`config.mk`:
```
export PLATFORM = sky130hd
export DESIGN_NAME = convo_window_sched
export DESIGN_NICKNAME = d
export VERILOG_FILES = /design/src/rtl/convo_pkg.sv /design/src/rtl/convo_pos_counter.sv /design/src/rtl/convo_window_sched.sv
export SDC_FILE = /design/constraint.sdc
export NUM_CORES = 1
export LEC_CHECK = 0
export ABC_AREA = 1
export CORE_ASPECT_RATIO = 1.75
export CORE_MARGIN = 8
export CORE_UTILIZATION = 43
export CTS_CLUSTER_SIZE = 12
export DETAILED_ROUTE_END_ITERATION = 8
export DONT_BUFFER_PORTS = 1
export HOLD_SLACK_MARGIN = 0.03
export PLACE_DENSITY_LB_ADDON = 0.25
export SETUP_SLACK_MARGIN = 0.02
export SLEW_MARGIN = 10
export SYNTH_ARGS = -nofsm -noshare
export SYNTH_HDL_FRONTEND = slang
export SYNTH_HIERARCHICAL = 1
export SYNTH_SLANG_ARGS = --single-unit
export TNS_END_PERCENT = 100
```
`constraint.sdc`:
```
create_clock -name clk -period 2.9 [get_ports clk]
set_input_delay 0.58 -clock clk [delete_from_list [all_inputs] [get_ports clk]]
set_output_delay 0.58 -clock clk [all_outputs]
set_load 0.1 [all_outputs]
```
`src/rtl/convo_pkg.sv`:
```
// Shared types and constants for the convolution window scheduler.
package convo_pkg;

    localparam int DIM_W    = 5;   // map dimension / position counter width
    localparam int STRIDE_W = 3;   // stride input width
    localparam int KSIZE    = 3;   // kernel side, fixed
    localparam int STRIDE_1 = 1;
    localparam int STRIDE_2 = 2;

    typedef enum logic [1:0] {
        IDLE  = 2'd0,
        CLEAR = 2'd1,
        RUN   = 2'd2,
        DONE  = 2'd3
    } state_t;

endpackage

```
`src/rtl/convo_pos_counter.sv`:
```
// Wrapping position counter with a stride-2 phase bit.
// lead: position is past the kernel lead-in (cnt >= 2).
// aligned: (cnt-2) is a multiple of the stride.
// idx: output-map coordinate for this position.
module convo_pos_counter #(
    parameter int W = 5
) (
    input  logic         clk,
    input  logic         rst,
    input  logic         clr,
    input  logic         en,
    input  logic         stride2,
    input  logic [W-1:0] last,
    output logic         wrap,
    output logic         lead,
    output logic         aligned,
    output logic [W-1:0] idx
);

    logic [W-1:0] cnt;
    logic         phase;   // parity of (cnt-2); cnt starts even, so phase tracks cnt[0]

    assign wrap    = en && (cnt == last);
    assign lead    = cnt >= W'(2);
    assign aligned = !stride2 || !phase;
    assign idx     = (cnt - W'(2)) >> stride2;

    // Count accepted positions; restart at 0 on wrap or new frame.
    always_ff @(posedge clk or negedge rst) begin
        if (!rst) begin
            cnt   <= '0;
            phase <= 1'b0;
        end else if (clr || wrap) begin
            cnt   <= '0;
            phase <= 1'b0;
        end else if (en) begin
            cnt   <= cnt + W'(1);
            phase <= ~phase;
        end
    end

endmodule

```
`src/rtl/convo_window_sched.sv`:
```
// Sequences one feature map through the line-buffer FIFO and 3x3 window,
// applying the stride and handshaking each legal window with the MAC.
module convo_window_sched
    import convo_pkg::*;
(
    input  logic                clk,
    input  logic                rst,
    input  logic                start,
    input  logic [DIM_W-1:0]    row_len,
    input  logic [DIM_W-1:0]    col_len,
    input  logic [STRIDE_W-1:0] stride,
    input  logic                pix_valid,
    output logic                pix_ready,
    output logic                ff_rst,
    output logic                ff_wen,
    output logic                ff_ren,
    output logic                win_valid,
    input  logic                win_ready,
    output logic [DIM_W-1:0]    out_row,
    output logic [DIM_W-1:0]    out_col,
    output logic                busy,
    output logic                done,
    output logic                cfg_err
);

    state_t           state, state_nx;
    logic [DIM_W-1:0] row_last, col_last;
    logic             stride2;
    logic             last_seen;   // final pixel of the frame has been accepted
    logic             cfg_bad, start_ok, accept, win_hs, legal_acc;
    logic             col_wrap, row_wrap, c_lead, c_al, r_lead, r_al;
    logic [DIM_W-1:0] c_idx, r_idx;

    assign cfg_bad   = (row_len < DIM_W'(KSIZE)) || (col_len < DIM_W'(KSIZE)) ||
                       !((stride == STRIDE_W'(STRIDE_1)) || (stride == STRIDE_W'(STRIDE_2)));
    assign start_ok  = (state == IDLE) && start && !cfg_bad;
    assign win_hs    = win_valid && win_ready;
    assign pix_ready = (state == RUN) && !last_seen && !(win_valid && !win_ready);
    assign accept    = pix_valid && pix_ready;
    assign ff_wen    = accept;
    assign ff_ren    = accept && r_lead;   // FIFO keeps two rows in flight
    assign ff_rst    = (state == CLEAR);
    assign busy      = (state != IDLE);
    assign done      = (state == DONE);
    assign legal_acc = accept && c_lead && c_al && r_lead && r_al;

    convo_pos_counter #(.W(DIM_W)) u_col (
        .clk(clk), .rst(rst), .clr(start_ok), .en(accept), .stride2(stride2),
        .last(row_last), .wrap(col_wrap), .lead(c_lead), .aligned(c_al), .idx(c_idx)
    );

    // Row advances only on the column wrap; its wrap marks the last pixel.
    convo_pos_counter #(.W(DIM_W)) u_row (
        .clk(clk), .rst(rst), .clr(start_ok), .en(accept && col_wrap), .stride2(stride2),
        .last(col_last), .wrap(row_wrap), .lead(r_lead), .aligned(r_al), .idx(r_idx)
    );

    // State register.
    always_ff @(posedge clk or negedge rst) begin
        if (!rst) state <= IDLE;
        else      state <= state_nx;
    end

    // Next-state: leave RUN only after the last pixel and any pending window drain.
    always_comb begin
        state_nx = state;
        case (state)
            IDLE:    if (start_ok) state_nx = CLEAR;
            CLEAR:   state_nx = RUN;
            RUN:     if (last_seen && (!win_valid || win_ready)) state_nx = DONE;
            DONE:    state_nx = IDLE;
            default: state_nx = IDLE;
        endcase
    end

    // Config latch, end-of-frame flag and config-error pulse.
    always_ff @(posedge clk or negedge rst) begin
        if (!rst) begin
            row_last  <= '0;
            col_last  <= '0;
            stride2   <= 1'b0;
            last_seen <= 1'b0;
            cfg_err   <= 1'b0;
        end else begin
            cfg_err <= (state == IDLE) && start && cfg_bad;
            if (start_ok) begin
                row_last  <= row_len - DIM_W'(1);
                col_last  <= col_len - DIM_W'(1);
                stride2   <= (stride == STRIDE_W'(STRIDE_2));
                last_seen <= 1'b0;
            end else if (accept && row_wrap) begin
                last_seen <= 1'b1;
            end
        end
    end

    // Window output register: set on a legal accept, cleared on handshake.
    always_ff @(posedge clk or negedge rst) begin
        if (!rst) begin
            win_valid <= 1'b0;
            out_row   <= '0;
            out_col   <= '0;
        end else if (legal_acc) begin
            win_valid <= 1'b1;
            out_row   <= r_idx;
            out_col   <= c_idx;
        end else if (win_hs) begin
            win_valid <= 1'b0;
        end
    end

endmodule

```
Word level (Yosys, flattened, before mapping). Cells that the tools add are included.

Register bits: 38. Input port bits: 18. Output and inout port bits: 18. Logic and storage cells: 93.

$add $sub $neg: 6. $lt $le $gt $ge: 4. Eq/ne operators: 9. Shifts and indexed selects: 2. Muxes and demuxes: 15. Bitwise operators: 2. Reductions and logical operators: 42.

Operators by type and width (number): 5-bit 2-to-1 mux (4); 1-bit logical AND (18); 5-bit by 1-bit adder with 5-bit output, second input constant (2); 5-bit equality test (2); 5-bit by 2-bit >= comparator with 1-bit output, second input constant (2); 5-bit by 2-bit < comparator with 1-bit output, second input constant (2); 2-bit nonzero test (5); 5-bit by 1-bit right shift with 5-bit output (2); 5-bit by 1-bit subtractor with 5-bit output, second input constant (2); 5-bit by 2-bit subtractor with 5-bit output, second input constant (2); 1-bit zero test (9); 1-bit logical OR (8); 1-bit 2-to-1 mux (8); 2-bit case mux with 4 select lines (1); 2-bit equality test, second input constant (2); 2-bit 2-to-1 mux (2); 2-bit by 1-bit inequality test with 1-bit output, second input constant (2); 3-bit by 1-bit equality test with 1-bit output, second input constant (1); 3-bit by 2-bit equality test with 1-bit output, second input constant (1); 2-bit by 1-bit equality test with 1-bit output, second input constant (1); 2-bit zero test (1); 1-bit inverter (2); 2-bit AND reduction (1).

Depth between registers and ports, before layout. Gate-level depths: netlist of the first run.

Depth after elaboration: 11. Gate-level depth with buffers: 22. Depth with buffers taken out: 20.

Hierarchy. The synthesis of the first run kept the hierarchy.

Modules (own cells, without submodules): convo_window_sched (instances 1, cells an instance 155, area each 1313.8 µm², sequential area each 650.6 µm²); convo_pos_counter (instances 2, cells an instance 77, area each 535.5 µm², sequential area each 150.1 µm²).

Least setup slack after synthesis of the first run. OpenSTA, ideal clock, no wires.

Path type: register -> register. Start: register win_valid. End: register last_seen. Setup time: 0.063 ns. Data arrival time: 4.069 ns. Data required time: 2.837 ns. Slack: -1.232 ns. Stages on the path, launching flop included: 22. Clock period less this slack: 4.132 ns. Cells stage by stage: dfrtp_1 inv_1 nor2_1 nor3_4 nand2_2 inv_1 clkbuf_8 nand2_1 nor2_2 nand3_2 inv_1 inv_1 nor2_1 clkbuf_8 nand2_1 nor2_2 nand3_2 inv_1 inv_1 nor2_1 o21ai_0 inv_1.

Word-level cells in the longest chain between the ends: 9.

Ends and longest elaborated chain: start, declared (line convo_window_sched.sv:17) `output logic win_valid,`; start signal, assigned (line convo_window_sched.sv:100) `win_valid <= 1'b0;`; start signal, assigned (line convo_window_sched.sv:104) `win_valid <= 1'b1;`; start signal, assigned (line convo_window_sched.sv:108) `win_valid <= 1'b0;`; 1-bit logical AND (line convo_window_sched.sv:38) `assign pix_ready = (state == RUN) && !last_seen && !(win_valid && !win_ready);`; 1-bit zero test (line convo_window_sched.sv:38); 1-bit logical AND (line convo_window_sched.sv:38); via pix_ready (line convo_window_sched.sv:13) `output logic pix_ready,`; 1-bit logical AND (line convo_window_sched.sv:39) `assign accept = pix_valid && pix_ready;`; via ff_wen (line convo_window_sched.sv:15) `output logic ff_wen,`; 1-bit logical AND (line convo_pos_counter.sv:23) `assign wrap = en && (cnt == last);`; via col_wrap (line convo_window_sched.sv:31) `logic col_wrap, row_wrap, c_lead, c_al, r_lead, r_al;`; 1-bit logical AND (line convo_window_sched.sv:54) `.clk(clk), .rst(rst), .clr(start_ok), .en(accept && col_wrap), .stride2(stride2),`; 1-bit logical AND (line convo_pos_counter.sv:23); via row_wrap (line convo_window_sched.sv:31); 1-bit logical AND (line convo_window_sched.sv:91) `end else if (accept && row_wrap) begin`; 2-bit nonzero test (no line); end signal, assigned (line convo_window_sched.sv:82) `last_seen <= 1'b0;`; end signal, assigned (line convo_window_sched.sv:90) `last_seen <= 1'b0;`; end signal, assigned (line convo_window_sched.sv:92) `last_seen <= 1'b1;`; end, declared (line convo_window_sched.sv:29) `logic last_seen;`.

The timed path passes the listed nets, and every way through them passes these cells. A chain may end at the register's enable or synchronous reset.

Worst setup path in the final report of the first run.
Start: register state[0]. End: register last_seen.

Word-level cells in the longest chain between the ends: 9. Elaborated cells between the ends (all ways): 13. Classes of those cells: 1 x eq/ne; 1 x mux; 11 x reduce/logical.

Ends and longest elaborated chain: start, declared (line convo_window_sched.sv:26) `state_t state, state_nx;`; start signal, assigned (line convo_window_sched.sv:61) `else state <= state_nx;`; 2-bit equality test (line convo_window_sched.sv:38); 1-bit logical AND (2 in series) (line convo_window_sched.sv:38); 1-bit logical AND (line convo_window_sched.sv:39); 1-bit logical AND (line convo_pos_counter.sv:23); via col_wrap (line convo_window_sched.sv:31); 1-bit logical AND (line convo_window_sched.sv:54); 1-bit logical AND (line convo_pos_counter.sv:23); via row_wrap (line convo_window_sched.sv:31); 1-bit logical AND (line convo_window_sched.sv:91); 2-bit nonzero test (no line).

The timed path passes the listed nets, and every way through them passes these cells.

==> results of run 1 <==
worst paths after layout:
check / start / end / slack, ns / cells after the start
worst min register to register: row_last[2] / row_last[2] / 0.50 / 2
max in group asynchronous: rst / win_valid / 2.56 / 1
worst max register to register: state[0] / last_seen / 0.30 / 20
worst min-delay path: rst / u_row/cnt[4] / 0.12 / 1
min in group clk: col_len[0] / col_last[0] / 0.37 / 1
worst max-delay path: state[0] / last_seen / 0.30 / 20
cell usage in the layout (no fill, tap or decap), types with 2 or more instances in the layout:
cell and count:
dfrtp_1 37, clkbuf_8 6, buf_4 8, nand4_1 2
nor2_1 26, xnor2_1 8, nand2_1 87, nor3_2 2
xor2_1 12, o21ai_1 5, inv_1 46, nand3_2 2
mux2i_1 2, nand2_4 2, nand3_1 21, nand2_2 4
ha_1 14, o21ai_0 15, nor2_2 3, inv_2 6
cells by family (layout without fill, tap and decap cells):
family / count (synthesis) / after routing
AOI/OAI and AO/OA: 21 / 21
xor gates and xnor gates: 20 / 20
adders and majority gates: 14 / 14
buffers and inverters: 60 / 70
DFF: 38 / 38
muxes: 2 / 2
and+or+nand+nor: 154 / 154
registers in the layout (all words and copies together), names as in the netlist:
name,cells
u_col/cnt,5
out_row,5
u_col/phase,1
state,2
u_row/cnt,5
col_last,5
last_seen,1
stride2,1
cfg_err,1
u_row/phase,1
out_col,5
win_valid,1
row_last,5
what timing repair did:
action                    CTS  global route
setup buffers               0             0
hold endpoints to repair   38             0
hold buffers                1             0
per-layer routing:
| layer | wire (um) | global-route usage [%] |
|---|---|---|
| met1 | 1900 | 13.0 |
| met2 | 2380 | 22.7 |
| met3 | 335 | 4.39 |
| met4 | 48 | 3.70 |
| met5 | 0 | 0 |
worst max-delay path, stage by stage (launching register included):
cell,delay [ns]
dfrtp_1,0.42
inv_1,0.09
ha_1,0.18
inv_2,0.06
nor3_4,0.15
nand2_2,0.14
clkinvlp_4,0.11
nand2_2,0.06
nor2_2,0.09
nand3_2,0.10
inv_1,0.07
inv_1,0.03
nor2_1,0.40
nand2_2,0.10
nor2_2,0.10
nand3_2,0.10
inv_1,0.07
inv_1,0.03
nor2_1,0.08
o21ai_1,0.07
inv_1,0.08
where the power goes:
part / total (mW) / leakage [nW] / internal [mW] / switching, mW
Sequential: 1.39 / 0.490 / 0.735 / 0.657
Clock: 0.377 / 0.0482 / 0.192 / 0.185
Combinational: 1.36 / 0.814 / 0.437 / 0.924
Total: 3.13 / 1.35 / 1.36 / 1.77
area by class of cell:
cell class	instances	area (um2)	share of cell area (%)
Clock inverter	1	5.00	0.192
Timing Repair Buffer	9	80.1	3.08
Inverter	53	203	7.79
Clock buffer	7	86.3	3.32
Sequential cell	38	955	36.7
Multi-Input combinational cell	211	1180	45.3
Tap cell	76	95.1	3.65
==> results.toml, run 1 <==
[setup_path]
cp-start-kind = "register"
critPathMaxFanout = 6
end_kind = "register"
crit_type = "register to register"
crit_arrival_ns = 2.82
required_ns = 3.13

[floorplanning]
core_area_um2 = 5450
die_w_um = 72.3
design.die.area_um2 = 8280
initial_core_util_pct = 43.8
row_count = 36
fp.dieH_um = 115
ios = 36

[logic_synthesis]
synth_area_leaders = "dfrtp_1 40%, nand2_1 14%, inv_1 7.6%"
syn_avg_cell_area_um2 = 7.72
ys_ff_latch = 38
ys_seq_area_share_pct = 39.9
synth_top_area_share_pct = 39.9
syn_nets = 341
synth-edff-count = 0
synthAdderAreaFrac_pct = 7.35
synth.distinct_cells = 29
synth-async-reset-ratio_pct = 100
synth_top_family_by_area = "simple AND/OR/NAND/NOR gates"
synthSimpleGateAreaFrac_pct = 29.1
synth_xor_area_share_pct = 7.35
ys_top_cells_by_count = "89 x nand2_1, 48 x inv_1, 38 x dfrtp_1, 27 x nor2_1, 21 x nand3_1"
synthMuxAreaShare_pct = 0.839
synthCells = 309
yosys.area.top_type = "dfrtp_1"
synth_ff_type = "dfrtp_1"
synth_area_um2 = 2380
synth_most_common_cell = "nand2_1"
synth_compound_area_share_pct = 4.46
yosysWarningCount = 6

[pwr]
power_mw = 3.13
ir_drop_uv = 1040
power.density_nw_per_um2 = 1200
p_leak_nw = 1.35

[timing]
whs_ns = 0.123
tightest_slew_ns = 0.913
clock.fmax_mhz = 385
min_period_ns = 2.60
hold_violations = 0
final-setup-viol-count = 0
grt_setup_unrepaired = "no"
finClkSkew_ns = 0.0111
maxSlewViolCount = 0
fin_ws_ns = 0.302
slew_headroom_pct = 39.2
fin_crit_sh_pct = 89.6
final.setup.tns_ns = 0

[layout]
nFillCells = 560
area_growth_pct = 9.13
post-route-util_pct = 47.8
n_antenna_cell = 0
final_nets = 350
finish.instance_area_um2 = 2600
drive_gt1_share_pct = 12.5
fin_cells = 395

[grt]
grt_pass1_vias = 1942
gr-total-overflow = 0
grtUsageTotal_pct = 12.6
grt_max_degree = 39
grt_pass1_wl_um = 8350
antenna_found_initial = 0

[place]
placed_area_um2 = 2490
dpl.hpwl_um = 3630
dpl_worst_slack_ns = 0.333
place.gp.congestion = 0.841
portBuffers = 0
dp_cells = 386

[route]
vias = 1806
dr.pass1.iters = 4
vias_per_cell = 4.57
ant_nets = 0
drt_iter0_drc = 82
drcViolationCount = 0
wl_per_cell_um = 11.8
drt-total-wl_um = 4670

[flow_run]
drv_cap = 0

[cts]
h-tree-depth = 2
cts_tree = "done"
ctsResizeCount = 0
cts_inserted_buffers = 5
clock-sinks = 38
root_buffer = "clkbuf_8"
clockBufferDepth = 2
clkTransAtPathRegs_ns = 0.08
clk_latency_ns = 0.29

[outcome]
run_status = "completed"

[min_path]
min_path_type = "primary input to asynchronous set/reset pin"
Note: power is estimated with default switching activity, not from simulation.
==> run 2: changes to the inputs <==
Settings changed: CORE_ASPECT_RATIO 1.75 to 1.1.
==> results.toml, run 2 (same netlist as run 1, synthesis figures left out) <==
[floorplanning]
core_area_um2 = 5360
fp.dieH_um = 94.1
initial_core_util_pct = 44.5
die_w_um = 87.0
design.die.area_um2 = 8190
ios = 36
row_count = 28

[cts]
cts_inserted_buffers = 5
clkTransAtPathRegs_ns = 0.08
root_buffer = "clkbuf_8"
cts_tree = "done"
clk_latency_ns = 0.29
h-tree-depth = 2
ctsResizeCount = 0
clockBufferDepth = 2
clock-sinks = 38

[route]
wl_per_cell_um = 11.6
dr.pass1.iters = 4
drt_iter0_drc = 60
ant_nets = 0
drcViolationCount = 0
vias = 1812
drt-total-wl_um = 4550
vias_per_cell = 4.60

[timing]
min_period_ns = 2.41
finClkSkew_ns = 0.00570
hold_violations = 0
tightest_slew_ns = 0.915
fin_crit_sh_pct = 83.1
fin_ws_ns = 0.491
grt_setup_unrepaired = "no"
maxSlewViolCount = 0
final.setup.tns_ns = 0
slew_headroom_pct = 39.0
clock.fmax_mhz = 415
final-setup-viol-count = 0

[grt]
grt_pass1_wl_um = 7970
grt_pass1_vias = 1814
gr-total-overflow = 0
grtUsageTotal_pct = 12.2
antenna_found_initial = 0
grt_max_degree = 39

[place]
dpl_worst_slack_ns = 0.576
placed_area_um2 = 2490
place.gp.congestion = 0.810
portBuffers = 0
dpl.hpwl_um = 3510

[setup_path]
crit_type = "register to output pin"
end_kind = "output pin"
path_cells = "inv_1 -> ha_1 -> inv_2 -> nor3_4 -> nand2_2 -> nor2_4"
critPathMaxFanout = 4
r2r_cells = 20
cp-start-kind = "register"
slowest_stage = "nor2_4"
slowest_delay_ns = 0.52
required_ns = 2.32
crit_arrival_ns = 1.83

[outcome]
run_status = "completed"

[layout]
multi_input_area_um2 = 1180
finish.instance_area_um2 = 2650
regArea_um2 = 955
drive_gt1_share_pct = 12.9
nFillCells = 527
final_cell_mix = "87 x nand2_1, 46 x inv_1, 37 x dfrtp_1"
final_nets = 350
final_common_cell = "nand2_1"
area_growth_pct = 11.2
n_antenna_cell = 0

[flow_run]
drv_cap = 0

[pwr]
ir_drop_uv = 748
power.density_nw_per_um2 = 1240
p_leak_nw = 1.37

[min_path]
min_path_type = "primary input to asynchronous set/reset pin"
==> run 2: timing repair <==
item | CTS | global route
hold buffers | 1 | 0
hold endpoints to repair | 38 | 0
setup endpoints to repair | 0 | 0
setup buffers | 0 | 0
==> run 2: critical path, delay by kind of cell, from the launching register on <==
| kind | cells | cell delay [ns] |
|---|---|---|
| AND/OR/NAND/NOR | 3 | 0.79 |
| flip-flops | 1 | 0.41 |
| adder cells (fa/ha/maj) | 1 | 0.18 |
| buffers and inverters | 2 | 0.15 |
==> run 2: final timing paths <==
| kind | start | end | slack [ns] |
|---|---|---|---|
| worst max-delay path | state[0] | ff_ren | 0.49 |
| worst min-delay path | rst | u_row/phase | 0.12 |
| worst max register to register | state[0] | last_seen | 0.57 |
| worst min register to register | col_last[2] | col_last[2] | 0.49 |
| max in group asynchronous | rst | win_valid | 2.58 |
| min in group clk | col_len[0] | col_last[0] | 0.38 |
==> run 2: cell type report <==
cell class              count  area share, %
multi-input cells         211           44.4
well taps                  75           3.54
inverters                  53           7.64
flip-flops and latches     38           36.0
clock buffers               6           3.11
repair buffers              9           3.02
clock inverters             2           2.26
==> run 2: per-stage QoR <==
| step | cells | total power [mW] | hold slack (ns) | utilization (%) |
|---|---|---|---|---|
| floorplan | 309 | 2.51 | 0.284 | - |
| global placement | 385 | 2.73 | 0.286 | 46.5 |
| detailed placement | 385 | 2.74 | 0.286 | 46.5 |
| CTS | 394 | 3.32 | 0.123 | 49.5 |
| global route | 394 | 3.56 | 0.122 | 49.5 |
| finish | 394 | 3.30 | 0.123 | 49.5 |
==> run 2: report_power, final <==
part / internal, mW / total, mW / switching (mW)
sequential: 0.735 / 1.39 / 0.659
combinational: 0.431 / 1.34 / 0.912
clock: 0.367 / 0.559 / 0.192
==> run 2: layer usage <==
layer | vias to the layer above | GRT usage (%) | routed length [um]
met2 | 49 | 18.7 | 1870
met4 | 0 | 4.31 | 48
met3 | 5 | 5.69 | 476
met5 | - | 0 | 0
met1 | 795 | 14.7 | 2150
li1 | 963 | - | -
==> run 3: changes to the inputs <==
Clock period 2.9 ns to 2 ns, I/O delays scaled along.
==> results.toml, run 3 (same netlist as run 1, synthesis figures left out) <==
[setup_path]
slowest_delay_ns = 0.49
slowest_stage = "dfrtp_4"
crit_arrival_ns = 2.29
crit_type = "register to register"
cp-start-kind = "register"
critPathMaxFanout = 3
cp_common_cell = "inv_2"
required_ns = 2.23
crit_family = "simple AND/OR/NAND/NOR gates"
path_cells = "inv_2 -> nor2_2 -> nor3_4 -> nand2_2 -> clkinvlp_4 -> nand2_2 -> nor2_2 -> nand3_2 -> inv_2 -> inv_2 -> nor2_4 -> nand2_2 -> nor2_2 -> nand3_2 -> inv_2 -> inv_2 -> nor2_2 -> o21ai_1 -> inv_1"
end_kind = "register"
cp_num_buf_inv = 7

[pwr]
p_leak_nw = 1.53
power.density_nw_per_um2 = 1690
ir_drop_uv = 1540

[cts]
cts_inserted_buffers = 5
clockBufferDepth = 2
clk_latency_ns = 0.29
root_buffer = "clkbuf_8"
clkTransAtPathRegs_ns = 0.08
cts_tree = "done"
clock-sinks = 38
h-tree-depth = 2

[route]
vias = 1948
dr.pass1.iters = 4
drt_iter0_drc = 94
vias_per_cell = 4.55
drt-total-wl_um = 4880
ant_nets = 0
drcViolationCount = 0
wl_per_cell_um = 11.4

[place]
placed_area_um2 = 2680
portBuffers = 0
dp_cells = 408
place.gp.congestion = 0.867
dpl.hpwl_um = 3660
dpl_worst_slack_ns = -0.109

[layout]
n_antenna_cell = 0
final_common_cell = "nand2_1"
drive_gt1_share_pct = 23.8
nFillCells = 522
post-route-util_pct = 55.1
final_nets = 384
finish.instance_area_um2 = 2960
fin_cells = 428
final_cell_mix = "87 x nand2_1, 41 x inv_1, 37 x dfrtp_1"
area_growth_pct = 23.9

[timing]
tightest_slew_ns = 0.416
fin_ws_ns = -0.0680
fin_crit_sh_pct = 103
slew_headroom_pct = 72.3
final-setup-viol-count = 7
grt_setup_unrepaired = "yes"
min_period_ns = 2.07
hold_violations = 0
finClkSkew_ns = 0.00850
whs_ns = 0.194
maxSlewViolCount = 0
clock.fmax_mhz = 484

[floorplanning]
core_area_um2 = 5360
ios = 36
die_w_um = 87.0
fp.dieH_um = 94.1
design.die.area_um2 = 8190
row_count = 28
initial_core_util_pct = 44.5

[grt]
antenna_found_initial = 0
grt_pass1_vias = 1986
grt_pass1_wl_um = 8540
grt_max_degree = 39
gr-total-overflow = 0
grtUsageTotal_pct = 12.9

[outcome]
run_status = "complete, but fails checks"
violations = "negative setup slack"

[min_path]
min_path_type = "primary input to register"

[flow_run]
drv_cap = 0
-- run 3: timing repair --
item,in CTS,in global routing
resized for setup,11,9
buffers inserted,6,3
endpoints found under the setup margin,10,13
hold endpoints to repair,38,0
pin swaps,4,7
cloned,1,0
hold buffers,2,0
-- run 3: layer usage --
layer / part of all wire, % / global-route usage (%) / up-vias
met1: 46 / 15.0 / 884
met4: 0.64 / 3.45 / 0
met3: 8.7 / 5.69 / 2
li1: - / - / 1023
met2: 45 / 21.2 / 39
met5: 0 / 0 / -
-- run 3: path summary, 6_finish.rpt --
kind / startpoint / to / slack [ns] / cells past startpoint
min: col_len[0] / col_last[0] / 0.19 / 1
max in group asynchronous: rst / win_valid / 1.24 / 2
min reg2reg: out_row[0] / out_row[0] / 0.47 / 2
max: win_valid / last_seen / -0.07 / 19
min in group asynchronous: rst / col_last[1] / 0.54 / 2
max reg2reg: win_valid / last_seen / -0.07 / 19
-- run 3: metrics by stage --
stage	total power [mW]	TNS [ns]
after global placement	4.23	-0.0108
after floorplan	3.66	-21.67
after detailed placement	4.27	-0.382
after CTS	5.01	-0.113
final	5.00	-0.140
after global routing	5.42	-1.11
-- run 3: area by class of cell --
cell class	count	area [um2]	area share [%]
Multi-Input combinational cell	211	1210	41.0
Clock inverter	1	5.00	0.169
Tap cell	75	93.8	3.18
Clock buffer	7	86.3	2.92
Inverter	53	205	6.94
Timing Repair Buffer	43	399	13.5
Sequential cell	38	955	32.3
-- run 3: power breakdown --
| part | total [mW] | switching [mW] | leakage, nW | internal [mW] |
|---|---|---|---|---|
| sequential | 1.35 | 0.268 | 0.490 | 1.08 |
| clock | 0.542 | 0.264 | 0.0482 | 0.278 |
| combinational | 3.11 | 2.11 | 0.994 | 0.997 |
